[src/rtl/ascii_num_stream_parser.sv]
// Streaming ASCII-decimal to signed integer parser with valid/ready flow control.
// Optional build macro ASCII_NUM_SAT_EN: saturate out_data on overflow instead of wrapping.
module ascii_num_stream_parser #(
  parameter int WIDTH = 32,
  parameter int CNT_W = 16
) (
  input  logic             clk,
  input  logic             rst,
  input  logic [7:0]       in_data,
  input  logic             in_valid,
  output logic             in_ready,
  input  logic             flush,
  output logic [WIDTH-1:0] out_data,
  output logic             out_valid,
  input  logic             out_ready,
  output logic             out_ovf,
  output logic             out_err,
  output logic [CNT_W-1:0] num_count
);

  localparam int AW = WIDTH + 4;
  localparam logic [1:0] IDLE   = 2'd0;
  localparam logic [1:0] SIGN   = 2'd1;
  localparam logic [1:0] DIGITS = 2'd2;
  localparam logic [1:0] SKIP   = 2'd3;

  logic [1:0]       state, st_c;
  logic [WIDTH-1:0] mag, mag_c;
  logic             neg, neg_c, ovf, ovf_c;
  logic             is_digit, is_minus, is_delim;
  logic             accept, flush_en, term, emit;
  logic [AW-1:0]    nxt, lim;
  logic signed [WIDTH-1:0] value;

  function automatic logic signed [WIDTH-1:0] wrap_value(input logic [WIDTH-1:0] m,
                                                         input logic n);
    return n ? -$signed(m) : $signed(m);
  endfunction

`ifdef ASCII_NUM_SAT_EN
  function automatic logic signed [WIDTH-1:0] sat_value(input logic signed [WIDTH-1:0] v,
                                                        input logic n, input logic o);
    if (!o) return v;
    return n ? {1'b1, {(WIDTH-1){1'b0}}} : {1'b0, {(WIDTH-1){1'b1}}};
  endfunction
`endif

  assign in_ready = !out_valid || out_ready;
  assign accept   = in_valid && in_ready;
  assign flush_en = flush && in_ready;

  assign is_digit = (in_data >= 8'h30) && (in_data <= 8'h39);
  assign is_minus = (in_data == 8'h2D);
  assign is_delim = (in_data == 8'h20) || (in_data == 8'h2C) || (in_data == 8'h0D) ||
                    (in_data == 8'h0A) || (in_data == 8'h09);

  // mag is held at zero while idle, so the first digit accumulates from zero
  assign nxt = {4'b0, mag} * AW'(10) + AW'(in_data[3:0]);
  assign lim = neg ? (AW'(1) << (WIDTH-1)) : ((AW'(1) << (WIDTH-1)) - AW'(1));

  always_comb begin
    st_c  = state;
    mag_c = mag;
    neg_c = neg;
    ovf_c = ovf;
    if (accept && !is_delim) begin
      if (state == SKIP) begin
        st_c = SKIP;
      end else if (is_digit) begin
        st_c  = DIGITS;
        mag_c = nxt[WIDTH-1:0];
        if (nxt > lim) ovf_c = 1'b1;
      end else if (is_minus && state == IDLE) begin
        st_c  = SIGN;
        neg_c = 1'b1;
      end else begin
        st_c = SKIP;
      end
    end
    // a char sharing the cycle with flush is folded in first, then flush terminates
    term = (accept && is_delim) || flush_en;
    emit = term && (st_c != IDLE);
  end

`ifdef ASCII_NUM_SAT_EN
  assign value = sat_value(wrap_value(mag_c, neg_c), neg_c, ovf_c);
`else
  assign value = wrap_value(mag_c, neg_c);
`endif

  // output register stage
  always_ff @(posedge clk) begin
    if (rst) begin
      state     <= IDLE;
      mag       <= '0;
      neg       <= 1'b0;
      ovf       <= 1'b0;
      out_valid <= 1'b0;
      out_data  <= '0;
      out_ovf   <= 1'b0;
      out_err   <= 1'b0;
      num_count <= '0;
    end else begin
      if (emit) begin
        state     <= IDLE;
        mag       <= '0;
        neg       <= 1'b0;
        ovf       <= 1'b0;
        out_valid <= 1'b1;
        out_err   <= (st_c != DIGITS);
        out_ovf   <= (st_c == DIGITS) && ovf_c;
        out_data  <= (st_c == DIGITS) ? value : '0;
      end else begin
        state <= st_c;
        mag   <= mag_c;
        neg   <= neg_c;
        ovf   <= ovf_c;
        if (out_ready) out_valid <= 1'b0;
      end
      if (out_valid && out_ready) num_count <= num_count + CNT_W'(1);
    end
  end

endmodule

[config.mk]
export PLATFORM = sky130hd
export DESIGN_NAME = ascii_num_stream_parser
export DESIGN_NICKNAME = d
export VERILOG_FILES = /design/src/rtl/ascii_num_stream_parser.sv
export SDC_FILE = /design/constraint.sdc
export NUM_CORES = 1
export LEC_CHECK = 0
export BUFFER_PORTS_ARGS = -buffer_cell sky130_fd_sc_hd__buf_2
export CAP_MARGIN = 0
export CORE_MARGIN = 5
export CORE_UTILIZATION = 50
export CTS_CLUSTER_SIZE = 10
export DETAILED_ROUTE_END_ITERATION = 7
export GPL_ROUTABILITY_DRIVEN = 0
export PLACE_DENSITY = 0.68
export SYNTH_ARGS = -nofsm -noshare
export SYNTH_HDL_FRONTEND = slang
export SYNTH_SLANG_ARGS = --single-unit
[constraint.sdc]
create_clock -name clk -period 7.3 [get_ports clk]
set_input_delay 1.095 -clock clk [delete_from_list [all_inputs] [get_ports clk]]
set_output_delay 1.095 -clock clk [all_outputs]
set_load 0.1 [all_outputs]
Yosys cells after proc, flatten, opt, wreduce, memory -nomap -nowiden --
Cells that the tools add are included.
Word-level totals: bits in registers 87, bits in latches 0, bits in writable memories 0, ROM bits 0, input port bits 13, output and inout bits 52, memories 0
Cells by class: add/subtract/negate cells 3, $mul 1, divide/modulo/power cells 0, magnitude comparators 3, equal/unequal tests 9, shifts and indexed selects 0, mux-type cells 20, bitwise operators 0, reductions and logical operators 21
Operator list (number):
- $mux W32 | 6
- $add A36 B4 Y36 | 1
- $gt A36 B32 Y1 | 1
- $mul A32 B3 Y35 const B | 1
- $neg A32 Y32 | 1
- $eq A8 B4 Y1 const B | 3
- $eq A8 B6 Y1 const B | 3
- $add A16 B1 Y16 const B | 1
- $mux W1 | 10
- $logic_and A1 B1 Y1 | 9
- $ge A8 B6 Y1 const B | 1
- $le A8 B6 Y1 const B | 1
- $mux W2 | 4
- $logic_or A1 B1 Y1 | 6
- $eq A2 B2 Y1 const B | 2
- $reduce_bool A2 Y1 | 2
- $logic_not A1 Y1 | 2
- $logic_not A2 Y1 | 1
- $ne A2 B2 Y1 const B | 1
- $reduce_or A2 Y1 | 1

Logic depth before layout (Yosys ltp) --
word-level depth 11, mapped depth 23

Least setup slack after synthesis --
Ideal clock, no wire load.
path type input -> register, start point input out_ready, end point register out_data[28], library setup time 0.074 ns, arrival time 6.235 ns, data required time 7.226 ns, path slack 0.991 ns, stages 22, path buffers 6, cell sequence nor2b_1 > inv_1 > nand2_1 > or2_2 > buf_2 > clkbuf_1 > buf_1 > clkbuf_1 > buf_1 > mux2i_1 > ha_1 > or3b_2 > nor3_1 > a31o_2 > and3_1 > and4b_1 > and3_1 > and4_1 > clkbuf_1 > a41oi_1 > xor2_1 > o21ai_0
On the way: longest elaborated chain between the ends 7, elaborated cells on any way between the ends 15, those cells by class add/sub: 1; eq/ne: 1; mux: 5; reduce/logical: 8
RTL lines:
- from (decl) | line 15 | input logic out_ready,
- $logic_or A1 B1 Y1 (*) | line 48 | assign in_ready = !out_valid || out_ready;
- net in_ready | line 11 | output logic in_ready,
- $logic_and A1 B1 Y1 | line 49 | assign accept = in_valid && in_ready;
- $logic_and A1 B1 Y1 | line 66 | if (accept && !is_delim) begin
- $mux W32 | line 66
- $neg A32 Y32 | line 37 | return n ? -$signed(m) : $signed(m);
- $mux W32 | line 37
- $mux W32 | line 112 | out_data <= (st_c == DIGITS) ? value : '0;
- to (signal assigned) | line 112
- to (decl) | line 13 | output logic [WIDTH-1:0] out_data,
The timed path passes the listed nets; every way through them passes the cells marked *. A chain may end at the register's enable or synchronous reset.

Worst setup path in the final report --
start point register mag[1], end point register out_ovf
On the way: longest elaborated chain between the ends 8
RTL lines:
- from (decl) | line 28 | logic [WIDTH-1:0] mag, mag_c;
- from (signal assigned) | line 115 | mag <= mag_c;
- $mul A32 B3 Y35 | line 58 | assign nxt = {4'b0, mag} * AW'(10) + AW'(in_data[3:0]);
- $add A36 B4 Y36 | line 58
- $gt A36 B32 Y1 | line 72 | if (nxt > lim) ovf_c = 1'b1;
- $mux W1 | line 72
- $mux W1 | line 69 | end else if (is_digit) begin
- $mux W1 | line 67 | if (state == SKIP) begin
- $mux W1 | line 66
- $logic_and A1 B1 Y1 | line 111 | out_ovf <= (st_c == DIGITS) && ovf_c;
- to (signal assigned) | line 111
- to (decl) | line 16 | output logic out_ovf,
No other way between the ends.

==> summary.md <==
The run gives 0 as the number of routed nets with antenna violations. Synthesis produced a netlist whose cell count is 1,011. The run gives 8662 um^2 as the placed standard-cell area. The setup path with the least slack is of type flip-flop to flip-flop. The mean area per synthesized cell is 8.090 um^2. For the net count after synthesis, the log shows 1,123. In this run the worst hold path is classified as flip-flop to flip-flop. The tools report the clock sink count as 87.

On the critical path, the stage with the largest delay is an instance of sky130_fd_sc_hd__nor4_1. The CTS root buffer is sky130_fd_sc_hd__clkbuf_16. In this run, CTS created clock tree buffers numbering 9. Setup repair after global routing left no endpoint under its margin. By count the netlist is led by sky130_fd_sc_hd__nor2_1, sky130_fd_sc_hd__nand2_1, sky130_fd_sc_hd__ha_1.

In this run the horizontal extent of the chip is 137.9 um. The initial antenna violation count is 0. Counting stages on the worst path, the most repeated cell is sky130_fd_sc_hd__ha_1.

The run gives 0 as the number of diodes. STA classifies the critical path startpoint as a flip-flop. Setup violations remaining at the end of the flow were counted as 0.

The number of gates resized after CTS was 0. The dominant synthesized flop cell was sky130_fd_sc_hd__dfxtp_1. The longest clock path from root to sink contains 2 buffers. For the worst-skew pair, the clock arrives at the later sink with an insertion delay of 0.35 ns. The number of I/O pins was 65; the total DRC errors in the routed layout was 0. The mapped netlist covers 8179 um^2. For this run, asynchronously set or reset flops after synthesis account for 0%. The maximum clock frequency is 0.1720 GHz, and the power after layout is 1.042 mW.

The worst vdd rail ir drop was 0.0001262 V; the routed length per instance was 16.93 um. Summing the sequential cell areas from Yosys gives 21.29% of the chip area. For the maximum number of pins on one net before global-route repair, the log shows 36.

The data arrival time of the critical path came out at 6.01 ns. Delay of the slowest critical-path stage: 0.52 ns. At the worst endpoint, the required time is 7.50 ns. The number of distinct library cells after synthesis was 97; the area of the die was 19,020 um^2. The first global-routing pass estimated 35.37 mm of wire. From synthesis to final layout, the design area changed by 9.745%. Along the worst path, the maximum fanout reaches 5.

For the pin with the worst max-slew slack, the measured transition is 1.041 ns. Summed over all nets, the half-perimeter wirelength after detailed placement is 16.97 mm. The critical path goes through ha_1 -> ha_1 -> fa_1 -> a211oi_2 -> o211ai_1 -> a31oi_1 -> xnor2_2 -> nand4_1 -> nor4_1 -> and3_1 -> a21boi_1 -> or2_2 -> ha_1 -> a21o_1 -> a21o_1 -> a21oi_1 -> o211ai_1 -> o21ai_0 -> nand2_1 -> nor3_1 -> o31ai_1. The worst-case headroom to the max-slew limit is 30.58%. The post-synthesis cell type with the largest combined area was sky130_fd_sc_hd__dfxtp_1. The cell area after layout was 8976 um^2; the wire length after detailed routing was 21.59 mm. After clock tree synthesis, the clock-pin slew on the worst setup and hold paths is 0.07 ns. The number of flip-flops and latches in the synthesized netlist was 87. The worst setup path is captured at a flip-flop. The tools report the count of endpoints failing hold in the final timing report as 0. After floorplanning, the core was divided into 46 placement rows. The run gives 1,166 as the net count of the finished layout. The tool flagged a number of max-cap violations equal to 0. The number of warnings reported in the yosys synthesis log is 0, and the count of pins over their slew limit is 0.

The clock period minus worst slack works out to 5.815 ns. The number of synthesized flops with an enable pin is 0. The flow ran to the end, and the final reports show no timing, DRC or antenna violations.

Across all layers, the routed design uses 7,620 vias. The run gives 15,940 um^2 as the area of the core region. Buffers added to address setup during post-CTS repair amount to 0. Hold repair after CTS inserted 0 buffers.

The most frequent cell after synthesis is sky130_fd_sc_hd__nor2_1. The level count of the clock H-tree is 3. Global routing consumed, over all layers together, 23.04% of the routing resources. The starting utilization of the core area was 51.30%.

By area the synthesized netlist is led by sky130_fd_sc_hd__dfxtp_1, sky130_fd_sc_hd__ha_1, sky130_fd_sc_hd__nor2_1. In the final layout, the share of cells above drive strength 1 is 13.50%. The total grt overflow was 0. The via count of the first global-routing pass was 7,056. The number of detailed-route iterations in the first pass is 5. The buffers plus inverters on the worst setup path is 0, and the count of input and output buffers is 64.

In the final timing run, aggregate negative setup slack is 0 ns. The y dimension of the die works out to 137.9 um. Among cell families on the critical path, the largest total delay comes from compound AO/OA/AOI/OAI gates. The period utilization is 79.65%, and the worst-case clock skew is 0.007372 ns. The top-area cell type share of the netlist area was 21.29%. The first-iteration detailed-routing DRC count came out at 449.

The via-per-instance ratio works out to 5.976. Summed over all cells, the static leakage comes to 4.153 nW. TritonCTS built the clock tree. Dividing total power by cell area gives a power density of 116.1 nW/um^2.
## report_power, final
| group | internal, mW | switching, mW |
|---|---|---|
| sequential | 0.477 | 0.00246 |
| combinational | 0.0186 | 0.0547 |
| clock | 0.273 | 0.217 |
| total | 0.769 | 0.274 |
## per-layer routing
| layer | up-vias | global-route usage, % | routed length [um] |
|---|---|---|---|
| met5 | - | 0 | 0 |
| met4 | 0 | 5.873 | 318 |
| met3 | 29 | 2.467 | 1266 |
| met2 | 213 | 36.77 | 9404 |
| met1 | 3560 | 33.21 | 10600 |
| li1 | 3818 | - | - |
## registers in the layout, indices dropped and copies added, names as in the netlist
signal / count
out_valid: 1
neg: 1
state: 2
out_err: 1
num_count: 16
ovf: 1
mag: 32
out_data: 32
out_ovf: 1
## path summary, 6_finish.rpt
kind	to	cells past startpoint	from	slack [ns]
setup / recovery	out_ovf	21	mag[1]	1.49
hold / removal	out_data[5]	2	out_data[5]	0.45
setup reg to reg	out_ovf	21	mag[1]	1.49
hold reg to reg	out_data[5]	2	out_data[5]	0.45
## layout by cell type (no fill, tap or decap), drive strengths merged, types with 9 or more instances in the layout
cell type / Yosys / layout
and2: 10 / 10
nor3: 33 / 33
a21o: 32 / 32
nand3: 30 / 30
a21oi: 56 / 56
nand4: 22 / 22
a31oi: 14 / 14
buf: 14 / 71
o21a: 12 / 12
nor4: 10 / 10
and3: 17 / 17
mux2i: 17 / 17
ha: 97 / 97
clkbuf: 25 / 9
o31ai: 11 / 11
o21ai: 62 / 62
nor2: 115 / 115
nand2: 100 / 100
dfxtp: 87 / 87
inv: 24 / 27
xnor2: 37 / 37
a211oi: 9 / 9
xor2: 46 / 46
or3: 11 / 11
## logic make-up after synthesis
| kind of cell | synth area share [%] |
|---|---|
| adders and majority gates | 15.33 |
| DFF | 21.29 |
| muxes | 2.080 |
| xor gates and xnor gates | 9.576 |
| AOI/OAI and AO/OA | 23.64 |
| buffers and inverters | 3.197 |
| and+or+nand+nor | 24.89 |
## worst reg2reg max path, stage by stage (launching register included)
cell and delay (ns):
sky130_fd_sc_hd__dfxtp_1 0.42, sky130_fd_sc_hd__ha_1 0.27, sky130_fd_sc_hd__ha_1 0.23, sky130_fd_sc_hd__fa_1 0.47
sky130_fd_sc_hd__a211oi_2 0.41, sky130_fd_sc_hd__o211ai_1 0.23, sky130_fd_sc_hd__a31oi_1 0.40, sky130_fd_sc_hd__xnor2_2 0.23
sky130_fd_sc_hd__nand4_1 0.22, sky130_fd_sc_hd__nor4_1 0.52, sky130_fd_sc_hd__and3_1 0.29, sky130_fd_sc_hd__a21boi_1 0.10
sky130_fd_sc_hd__or2_2 0.32, sky130_fd_sc_hd__ha_1 0.30, sky130_fd_sc_hd__a21o_1 0.16, sky130_fd_sc_hd__a21o_1 0.17
sky130_fd_sc_hd__a21oi_1 0.18, sky130_fd_sc_hd__o211ai_1 0.11, sky130_fd_sc_hd__o21ai_0 0.23, sky130_fd_sc_hd__nand2_1 0.09
sky130_fd_sc_hd__nor3_1 0.23, sky130_fd_sc_hd__o31ai_1 0.11
## per-stage QoR
step	setup WS, ns	hold WS [ns]	util [%]	cells
2_1_floorplan	0.9910	0.5012	-	1011
3_3_place_gp	1.731	0.4310	54.33	1259
3_5_place_dp	1.547	0.4384	54.33	1259
4_1_cts	1.515	0.4545	56.30	1275
5_1_grt	0.9777	0.4787	56.30	1275
6_report	1.485	0.4474	56.30	1275
## area by class of cell
class,count,area (um^2)
tap,216,270.3
multi-input combinational,861,6187
fill,1530,6967
clock inverter,7,88.84
clock buffer,9,225.2
sequential,87,1742
inverter,24,90.09
timing repair buffer,71,372.9
Power figures use the tool's default switching activity.
